--- src/rtl/pll_ce_pkg.sv ---
// pll_ce_pkg: shared constants for the clock-enable scheduler.
//   - lock FSM state encoding (enum plus legacy 1-bit constants)
//   - default accumulator width and reset increments
//   - lock-counter width helper
package pll_ce_pkg;

  typedef enum logic [0:0] {
    LOCKING = 1'b0,
    RUN     = 1'b1
  } pll_state_e;

  localparam logic [0:0] ST_LOCKING = LOCKING;
  localparam logic [0:0] ST_RUN     = RUN;

  localparam int unsigned PLL_ACC_W    = 10;
  localparam int unsigned PLL_INC0_DEF = 737;
  localparam int unsigned PLL_INC1_DEF = 123;
  localparam int unsigned PLL_LOCK_DEF = 16;

  // Counter must be able to hold the value LOCK_CYCLES itself.
  function automatic int unsigned lock_cnt_w(input int unsigned lock_cycles);
    return $clog2(lock_cycles + 1);
  endfunction

endpackage

--- src/rtl/pll_ce_chan.sv ---
// pll_ce_chan: one fractional-rate channel (phase accumulator, enable,
// strobe and square-wave registers).
//   refclk   : clock
//   rst      : synchronous active-high reset
//   halt     : freeze accumulator and square wave, force strobe low
//   load     : load new increment/enable and clear the phase
//   load_inc : increment to load
//   load_en  : enable to load
//   ce       : one-cycle strobe on accumulator carry (registered)
//   clk_sq   : square wave toggling on each strobe (registered)
module pll_ce_chan
  import pll_ce_pkg::*;
#(
  parameter int unsigned             ACC_W   = PLL_ACC_W,
  parameter logic [ACC_W-1:0]        INC_RST = ACC_W'(PLL_INC0_DEF)
) (
  input  logic             refclk,
  input  logic             rst,
  input  logic             halt,
  input  logic             load,
  input  logic [ACC_W-1:0] load_inc,
  input  logic             load_en,
  output logic             ce,
  output logic             clk_sq
);

  logic [ACC_W-1:0] acc;
  logic [ACC_W-1:0] inc;
  logic             en;
  logic [ACC_W:0]   sum_c;

  // Carry out of the accumulator is the top bit of the widened sum.
  assign sum_c = {1'b0, acc} + {1'b0, inc};

  // Load wins over disable, disable over halt, halt over normal stepping.
  always_ff @(posedge refclk) begin
    if (rst) begin
      acc    <= '0;
      inc    <= INC_RST;
      en     <= 1'b1;
      ce     <= 1'b0;
      clk_sq <= 1'b0;
    end else if (load) begin
      acc    <= '0;
      inc    <= load_inc;
      en     <= load_en;
      ce     <= 1'b0;
      clk_sq <= 1'b0;
    end else if (!en) begin
      acc    <= '0;
      ce     <= 1'b0;
      clk_sq <= 1'b0;
    end else if (halt) begin
      ce     <= 1'b0;
    end else begin
      acc    <= sum_c[ACC_W-1:0];
      ce     <= sum_c[ACC_W];
      clk_sq <= clk_sq ^ sum_c[ACC_W];
    end
  end

endmodule

--- src/rtl/pll_ce_ctrl.sv ---
// pll_ce_ctrl: two-channel programmable clock-enable scheduler with a
// lock sequencer and a valid/ready reprogramming port.
//   refclk    : sole clock
//   rst       : synchronous active-high reset
//   halt      : freeze both accumulators and the lock counter
//   cfg_valid : reprogram request
//   cfg_ready : request accepted on this edge when valid & ready
//   cfg_ch    : target channel
//   cfg_inc   : new increment
//   cfg_en    : new channel enable
//   ce_out    : per-channel one-cycle enable strobe
//   clk_out   : per-channel square wave
//   locked    : both channels settled
module pll_ce_ctrl
  import pll_ce_pkg::*;
#(
  parameter int unsigned      ACC_W       = PLL_ACC_W,
  parameter logic [ACC_W-1:0] INC0_DEF    = ACC_W'(PLL_INC0_DEF),
  parameter logic [ACC_W-1:0] INC1_DEF    = ACC_W'(PLL_INC1_DEF),
  parameter int unsigned      LOCK_CYCLES = PLL_LOCK_DEF
) (
  input  logic             refclk,
  input  logic             rst,
  input  logic             halt,
  input  logic             cfg_valid,
  output logic             cfg_ready,
  input  logic             cfg_ch,
  input  logic [ACC_W-1:0] cfg_inc,
  input  logic             cfg_en,
  output logic [1:0]       ce_out,
  output logic [1:0]       clk_out,
  output logic             locked
);

  localparam int unsigned CNT_W = lock_cnt_w(LOCK_CYCLES);

  logic [0:0]       state;
  logic [0:0]       state_nxt;
  logic [CNT_W-1:0] lock_cnt;
  logic [CNT_W-1:0] lock_cnt_nxt;
  logic             locked_nxt;
  logic             accept_c;

  // Ready is masked by rst so nothing is accepted on a reset edge.
  assign cfg_ready = (state == ST_RUN) & ~rst;
  assign accept_c  = cfg_valid & cfg_ready;

  // State register.
  always_ff @(posedge refclk) begin
    if (rst) begin
      state    <= ST_LOCKING;
      lock_cnt <= '0;
      locked   <= 1'b0;
    end else begin
      state    <= state_nxt;
      lock_cnt <= lock_cnt_nxt;
      locked   <= locked_nxt;
    end
  end

  // Lock sequencer: count non-halted edges, restart on every accept.
  always_comb begin
    state_nxt    = state;
    lock_cnt_nxt = lock_cnt;
    locked_nxt   = locked;
    case (state)
      ST_LOCKING: begin
        if (!halt) begin
          if (lock_cnt == CNT_W'(LOCK_CYCLES - 1)) begin
            state_nxt    = ST_RUN;
            lock_cnt_nxt = CNT_W'(LOCK_CYCLES);
            locked_nxt   = 1'b1;
          end else begin
            lock_cnt_nxt = lock_cnt + CNT_W'(1);
          end
        end
      end
      ST_RUN: begin
        if (accept_c) begin
          state_nxt    = ST_LOCKING;
          lock_cnt_nxt = '0;
          locked_nxt   = 1'b0;
        end
      end
      default: begin
        state_nxt    = ST_LOCKING;
        lock_cnt_nxt = '0;
        locked_nxt   = 1'b0;
      end
    endcase
  end

  pll_ce_chan #(
    .ACC_W   (ACC_W),
    .INC_RST (INC0_DEF)
  ) u_ch0 (
    .refclk   (refclk),
    .rst      (rst),
    .halt     (halt),
    .load     (accept_c & ~cfg_ch),
    .load_inc (cfg_inc),
    .load_en  (cfg_en),
    .ce       (ce_out[0]),
    .clk_sq   (clk_out[0])
  );

  pll_ce_chan #(
    .ACC_W   (ACC_W),
    .INC_RST (INC1_DEF)
  ) u_ch1 (
    .refclk   (refclk),
    .rst      (rst),
    .halt     (halt),
    .load     (accept_c & cfg_ch),
    .load_inc (cfg_inc),
    .load_en  (cfg_en),
    .ce       (ce_out[1]),
    .clk_sq   (clk_out[1])
  );

endmodule

--- config.mk ---
export PLATFORM = sky130hd
export DESIGN_NAME = pll_ce_ctrl
export DESIGN_NICKNAME = d
export VERILOG_FILES = /design/src/rtl/pll_ce_pkg.sv /design/src/rtl/pll_ce_chan.sv /design/src/rtl/pll_ce_ctrl.sv
export SDC_FILE = /design/constraint.sdc
export NUM_CORES = 1
export LEC_CHECK = 0
export CAP_MARGIN = 40
export CORE_MARGIN = 2
export CORE_UTILIZATION = 35
export DETAILED_ROUTE_END_ITERATION = 8
export MAX_ROUTING_LAYER = met4
export PLACE_DENSITY = 0.54
export RECOVER_POWER = 25
export SLEW_MARGIN = 10
export SYNTH_ARGS = -nofsm -noshare
export SYNTH_HDL_FRONTEND = slang
export SYNTH_SLANG_ARGS = --single-unit
--- constraint.sdc ---
create_clock -name refclk -period 3 [get_ports refclk]
set_clock_uncertainty 0.05 [all_clocks]
set_input_delay 0.3 -clock refclk [delete_from_list [all_inputs] [get_ports refclk]]
set_output_delay 0.3 -clock refclk [all_outputs]
set_load 0.005 [all_outputs]
==> results of run 1 <==
## power by group
| group | leakage (nW) | total, mW | internal, mW | switching (mW) |
|---|---|---|---|---|
| combinational | 0.929 | 0.299 | 0.133 | 0.166 |
| clock | 0.0542 | 0.442 | 0.209 | 0.233 |
| sequential | 0.432 | 0.750 | 0.733 | 0.0169 |
## critical path: cells and delay by family, from the launching register on
family          cells  cell delay, ps
buf+inv             1              60
flops               1             380
simple gates        4            1050
fa+ha+maj           2             580
compound gates      1             160
## final cells by class
class | instances | area [sq um]
Clock buffer | 7 | 96.3
Clock inverter | 1 | 5.00
Fill cell | 881 | 5170
Inverter | 11 | 41.3
Multi-Input combinational cell | 290 | 1830
Sequential cell | 53 | 1060
Tap cell | 108 | 135
Timing Repair Buffer | 27 | 255
## per-layer routing
layer,vias to the layer above,wire length [um],track usage (%)
met5,-,0,-
met4,0,27,2.88
met3,2,272,3.17
met2,50,3040,23.2
met1,1227,3490,20.1
li1,1358,-,-
## synthesized netlist by cell type (3+ instances only)
| cell type | n |
|---|---|
| nor3b_1 | 4 |
| nand3_1 | 14 |
| o21a_1 | 3 |
| and2_1 | 3 |
| a21oi_1 | 28 |
| ha_1 | 22 |
| o21ai_0 | 22 |
| nand2_1 | 56 |
| nor4_1 | 4 |
| mux2i_1 | 18 |
| buf_4 | 6 |
| buf_2 | 7 |
| dfxtp_1 | 53 |
| nand4_1 | 3 |
| o211a_1 | 3 |
| nor3_1 | 11 |
| a21o_1 | 3 |
| o211ai_1 | 3 |
| and2b_1 | 3 |
| and3_1 | 4 |
| or4_1 | 4 |
| inv_1 | 11 |
| nor2_1 | 38 |
| clkbuf_1 | 7 |
| nand3b_1 | 3 |
| a211oi_1 | 8 |
## stage by stage
step	hold WS (ps)	power, mW	instances	util [%]	cell area [sq um]
floorplan	373	0.988	377	-	3060
global placement	401	1.06	488	38.6	3320
detailed placement	401	1.06	489	38.7	3330
CTS	418	1.51	497	39.9	3430
global route	443	1.58	497	39.9	3420
finish	409	1.49	497	39.9	3420
## final timing paths
kind / depth (start not counted) / slack [ps] / start / endpoint
setup / recovery: 8 / 680 / u_ch0.inc[0]$_SDFFE_PP1P_ / u_ch0.clk_sq$_SDFFE_PP0N_
hold / removal: 2 / 410 / locked$_SDFFE_PP0P_ / locked$_SDFFE_PP0P_
setup reg to reg: 8 / 680 / u_ch0.inc[0]$_SDFFE_PP1P_ / u_ch0.clk_sq$_SDFFE_PP0N_
hold reg to reg: 2 / 410 / locked$_SDFFE_PP0P_ / locked$_SDFFE_PP0P_
## logic make-up after synthesis
logic type / Yosys count
AND/OR/NAND/NOR: 156
flip-flops: 53
multiplexers: 18
buffers and inverters: 34
adder cells (fa/ha/maj): 24
AO/OA/AOI/OAI: 88
XOR/XNOR: 4
## state kept, by name, summed over array words and instances, names as in the netlist, 5 cells and up
name       cells
u_ch0.inc     10
lock_cnt       5
u_ch0.acc     10
u_ch1.acc     10
u_ch1.inc     10
==> run metrics, run 1 <==
Crit Path Max Fanout 3; RSZ-0062 raised after global routing no; worst-margin pin slew ~610 ps; Max Clock Freq between 400 and 500 MHz; clk buf depth 2; Worst-path clk slew 100 ps; Final Slew Violations 0; Final ANT Viol Nets 0; setup slack after layout 679 ps; die width between 90 and 100 um; Final Wtd Congestion 0.832; synthesized area 0.00306 sq mm; clock tree root buffer cell clkbuf_8; io pins 22; crit path time final 2320 ps; wire length of the first global-routing pass 11,400 um; Worst-Skew Late Latency 300 ps; Final setup viols 0; syn nets 417; Mapped Cells about 380; Final nets ~430; n_diodes 0; Site Rows 34; commonest non-fill, non-tap cell in the layout nand2_1; Core ar. 0.00859 sq mm; peak supply drop 0.000217 V; Die Y slightly below 100 um; Tot GR Track Use 14.9%; synth warn 0; number of buffers created by CTS 5; clock net sink count 53; port bufs 21; number of enable flip-flop cells after synthesis 0; XOR/XNOR Fraction of Synth Area 1.15%; CP peak stage delay roughly 470 ps; critical-path cell list ha_1 -> inv_1 -> fa_1 -> and2b_1 -> o2111ai_1 -> and3b_1 -> or4_1 -> nand2_1; multiplexer share of the synthesized area 5.90%; CP required 3200 ps; CTS H-tree lvls 2; TNS Setup 0 ps; Hold Crit Class reg2reg; most frequent cells in the layout 56 x nand2_1, 53 x dfxtp_1, 38 x nor2_1; sequential share of the synthesized area 34.7%; pre-CTS setup slack 568 ps; slowest cell on the critical path or4_1; Simple-Gate Fraction of Synth Area 24.4%; crit start category register; Hold Fails Final Rpt 0; critical path class reg2reg; Syn Area/Cell a little over 8 sq um; number of DRC markers in iteration 0 93; routed via count 2,637; top-area cell type share of the netlist area 34.7%; TritonCTS clock tree built; Compound-Gate Fraction of Synth Area 18.2%; CP Data Arrival Time between 2000 and 3000 ps; largest family of logic cells by synthesized area simple AND/OR/NAND/NOR gates; status finished, final reports clean; Overflow after GRT 0; largest net degree at the start of global routing 41; Adder-Cell Fraction of Synth Area 10.3%; post-synth top area cell dfxtp_1; Die Area 0.00949 sq mm; Post-CTS Resized 0; CTS Hold Bufs 0; vias per cell between 5 and 6; initial core utilization 35.6%; Async SR Flop Fraction 0%; Post-DP HPWL 4990 um; final worst-path cycle share 77.4%; leakage 1.41 nW; Routed WL per cell around 14 um; residual DRC count 0; Main synth FF type dfxtp_1; relative slew slack between 50% and 60%; Cell Pwr Density 435 mW/mm^2; share of post-route cells with drive strength above 1 4.63%; final WL ~6800 um; setup bufs post-CTS 0; Area Overhead vs Synth 12.1%; initial antenna violation count 0; Unique masters post-synth 50; crit end category register; drt first pass iters 5; Synth Register Bits 53; synth top area cells dfxtp_1 35%, ha_1 9.0%, nand2_1 6.9%; vias in the first global route between 2,000 and 2,500; max-cap violations 0
(Power assumes the default switching activity.)
==> run 2, diff against run 1 <==
Settings changed: PLACE_DENSITY 0.54 to 0.56.
Clock period 3 ns to 2.08 ns, I/O delays scaled along.
==> run metrics, run 2 (synthesis results as in run 1) <==
hold_ws 416 ps (was 409 ps); Cell Pwr Density 594 mW/mm^2 (was 435 mW/mm^2); initial antenna violation count 0 (unchanged); CP required 2280 ps (was 3200 ps); critical-path cell list ha_4 -> inv_2 -> fa_2 -> and2b_1 -> o2111ai_2 -> and4b_1 -> or4_1 -> nand2_1 (was ha_1 -> inv_1 -> fa_1 -> and2b_1 -> o2111ai_1 -> and3b_1 -> or4_1 -> nand2_1); Worst-Skew Late Latency 300 ps (about the same); crit end category register (unchanged); uppermost layer routed met4 (unchanged); number of DRC markers in iteration 0 87 (was 93); CP peak stage delay 460 ps (was 470 ps); Routed WL per cell 14.0 um (was 13.8 um); TritonCTS clock tree built (unchanged); reg2reg path depth 8 (unchanged); commonest non-fill, non-tap cell in the layout nand2_1 (unchanged); Tot GR Track Use 16.0% (was 14.9%); drt first pass iters 4 (was 5); worst r2r src u_ch1.inc[0]$_SDFFE_PP1P_ (was u_ch0.inc[0]$_SDFFE_PP1P_); CTS Hold Bufs 0 (unchanged); Final Wtd Congestion 0.867 (was 0.832); n_diodes 0 (unchanged); placed instance count 503 (was 489); port bufs 21 (unchanged); Area Overhead vs Synth 17.6% (was 12.1%); Post-DP HPWL 5450 um (was 4990 um); final worst-path cycle share 99.0% (was 77.4%); Non-Filler Instances 512 (was 497); M1 wire length 3730 um (was 3490 um); vias in the first global route 2,632 (was 2,375); die width 97.4 um (unchanged); slowest cell on the critical path or4_1 (unchanged); initial core utilization 35.6% (unchanged); crit start category register (unchanged); vias per cell 5.30 (was 5.31); Final nets 443 (was 428); WHS Path Cells 2 (unchanged); Worst-path clk slew 100 ps (about the same); routed via count 2,712 (was 2,637); relative slew slack 46.6% (was 59.2%); Overflow after GRT 0 (unchanged); Hold Crit Class reg2reg (unchanged); Hold Fails Final Rpt 0 (unchanged); Crit Path Max Fanout 2 (was 3); share of post-route cells with drive strength above 1 11.1% (was 4.63%); residual DRC count 0 (unchanged); Final ANT Viol Nets 0 (unchanged); critical path class reg2reg (unchanged); leakage 1.48 nW (was 1.41 nW); Max Clock Freq 485 MHz (was 431 MHz); crit path launch u_ch1.inc[0]$_SDFFE_PP1P_ (was u_ch0.inc[0]$_SDFFE_PP1P_); CTS H-tree lvls 2 (unchanged); Core ar. 0.00859 sq mm (unchanged); Power Total 2.13 mW (was 1.49 mW); R2R Path End u_ch1.clk_sq$_SDFFE_PP0N_ (was u_ch0.clk_sq$_SDFFE_PP0N_); peak supply drop 0.000308 V (was 0.000217 V); Site Rows 34 (unchanged); final WL 7150 um (was 6830 um); largest net degree at the start of global routing 41 (unchanged); CP Data Arrival Time 2260 ps (was 2520 ps); capture point of the worst path u_ch1.clk_sq$_SDFFE_PP0N_ (was u_ch0.clk_sq$_SDFFE_PP0N_); Die Y 97.4 um (unchanged); clock tree root buffer cell clkbuf_8 (unchanged); Final Slew Violations 0 (unchanged); max-cap violations 0 (unchanged); Die Area 0.00949 sq mm (unchanged); met2 WL 3110 um (was 3040 um); metal3 WL 288 um (was 272 um); clock net sink count 53 (unchanged); worst-margin pin slew 795 ps (was 613 ps); crit path time final 2060 ps (was 2320 ps); RSZ-0062 raised after global routing yes (was no); wire length of the first global-routing pass 12,400 um (was 11,400 um); r2r setup slk 20 ps (was 680 ps); clk buf depth 2 (unchanged); number of buffers created by CTS 5 (unchanged); io pins 22 (unchanged); Final setup viols 0 (unchanged); most frequent cells in the layout 56 x nand2_1, 49 x dfxtp_1, 38 x nor2_1 (was 56 x nand2_1, 53 x dfxtp_1, 38 x nor2_1); status finished, final reports clean (unchanged)
## run 2: cell types whose count changed in the layout (fill, tap and decap cells not counted), sizes merged
cell           change
clkdlybuf4s50      +2
dlygate4sd3        -2
clkinv             +1
buf               +14
## run 2: metal layers
metal	vias up	global-route usage (%)
met3	2	3.53
met5	-	-
met2	48	25.0
met1	1266	21.9
li1	1396	-
met4	0	2.35
## run 2: report_power, final
| group | switching, mW | internal (mW) | total [mW] |
|---|---|---|---|
| Sequential | 0.0273 | 1.06 | 1.09 |
| Combinational | 0.251 | 0.223 | 0.474 |
| Clock | 0.339 | 0.235 | 0.574 |
| Total | 0.618 | 1.52 | 2.13 |
## run 2: per-stage QoR
| stage | util, % | cell area (sq um) | setup slack, ps | setup TNS [ps] |
|---|---|---|---|---|
| final | 41.8 | 3590 | 20.2 | 0 |
| after global routing | 41.8 | 3590 | -59.3 | -116 |
| after CTS | 41.8 | 3590 | -15.7 | -15.7 |
| after detailed placement | 40.3 | 3460 | -78.4 | -115 |
| after global placement | 40.3 | 3460 | -27.9 | -52.9 |
| after floorplan | - | 3060 | 9.58 | 0 |
## run 2: worst min-delay path by stage
stage,start,end,slack (ps)
floorplan,cfg_inc[0],u_ch1.inc[0]$_SDFFE_PP1P_,280
global placement,locked$_SDFFE_PP0P_,locked$_SDFFE_PP0P_,400
detailed placement,locked$_SDFFE_PP0P_,locked$_SDFFE_PP0P_,410
CTS,u_ch1.inc[7]$_SDFFE_PP0P_,u_ch1.inc[7]$_SDFFE_PP0P_,420
global route,locked$_SDFFE_PP0P_,locked$_SDFFE_PP0P_,440
finish,u_ch1.inc[7]$_SDFFE_PP0P_,u_ch1.inc[7]$_SDFFE_PP0P_,420
## run 2: layout make-up
| class | instances | area [sq um] |
|---|---|---|
| Clock buffer | 6 | 72.6 |
| Clock inverter | 2 | 10.0 |
| Fill cell | 889 | 5000 |
| Inverter | 11 | 41.3 |
| Multi-Input combinational cell | 290 | 1880 |
| Sequential cell | 53 | 1070 |
| Tap cell | 108 | 135 |
| Timing Repair Buffer | 42 | 389 |
## run 2: timing repair
action                                 4_1_cts  5_1_grt
buffers inserted                             1        0
pin swaps                                    5        4
gates resized for setup                     12        3
endpoints found under the hold margin        0        0
setup endpoints to repair                    2        5
## run 2: critical path, delay by kind of cell, from the launching register on
| kind | cells | cell delay (ps) |
|---|---|---|
| compound gates | 1 | 120 |
| buf+inv | 1 | 30 |
| flops | 1 | 360 |
| fa+ha+maj | 2 | 460 |
| simple gates | 4 | 990 |
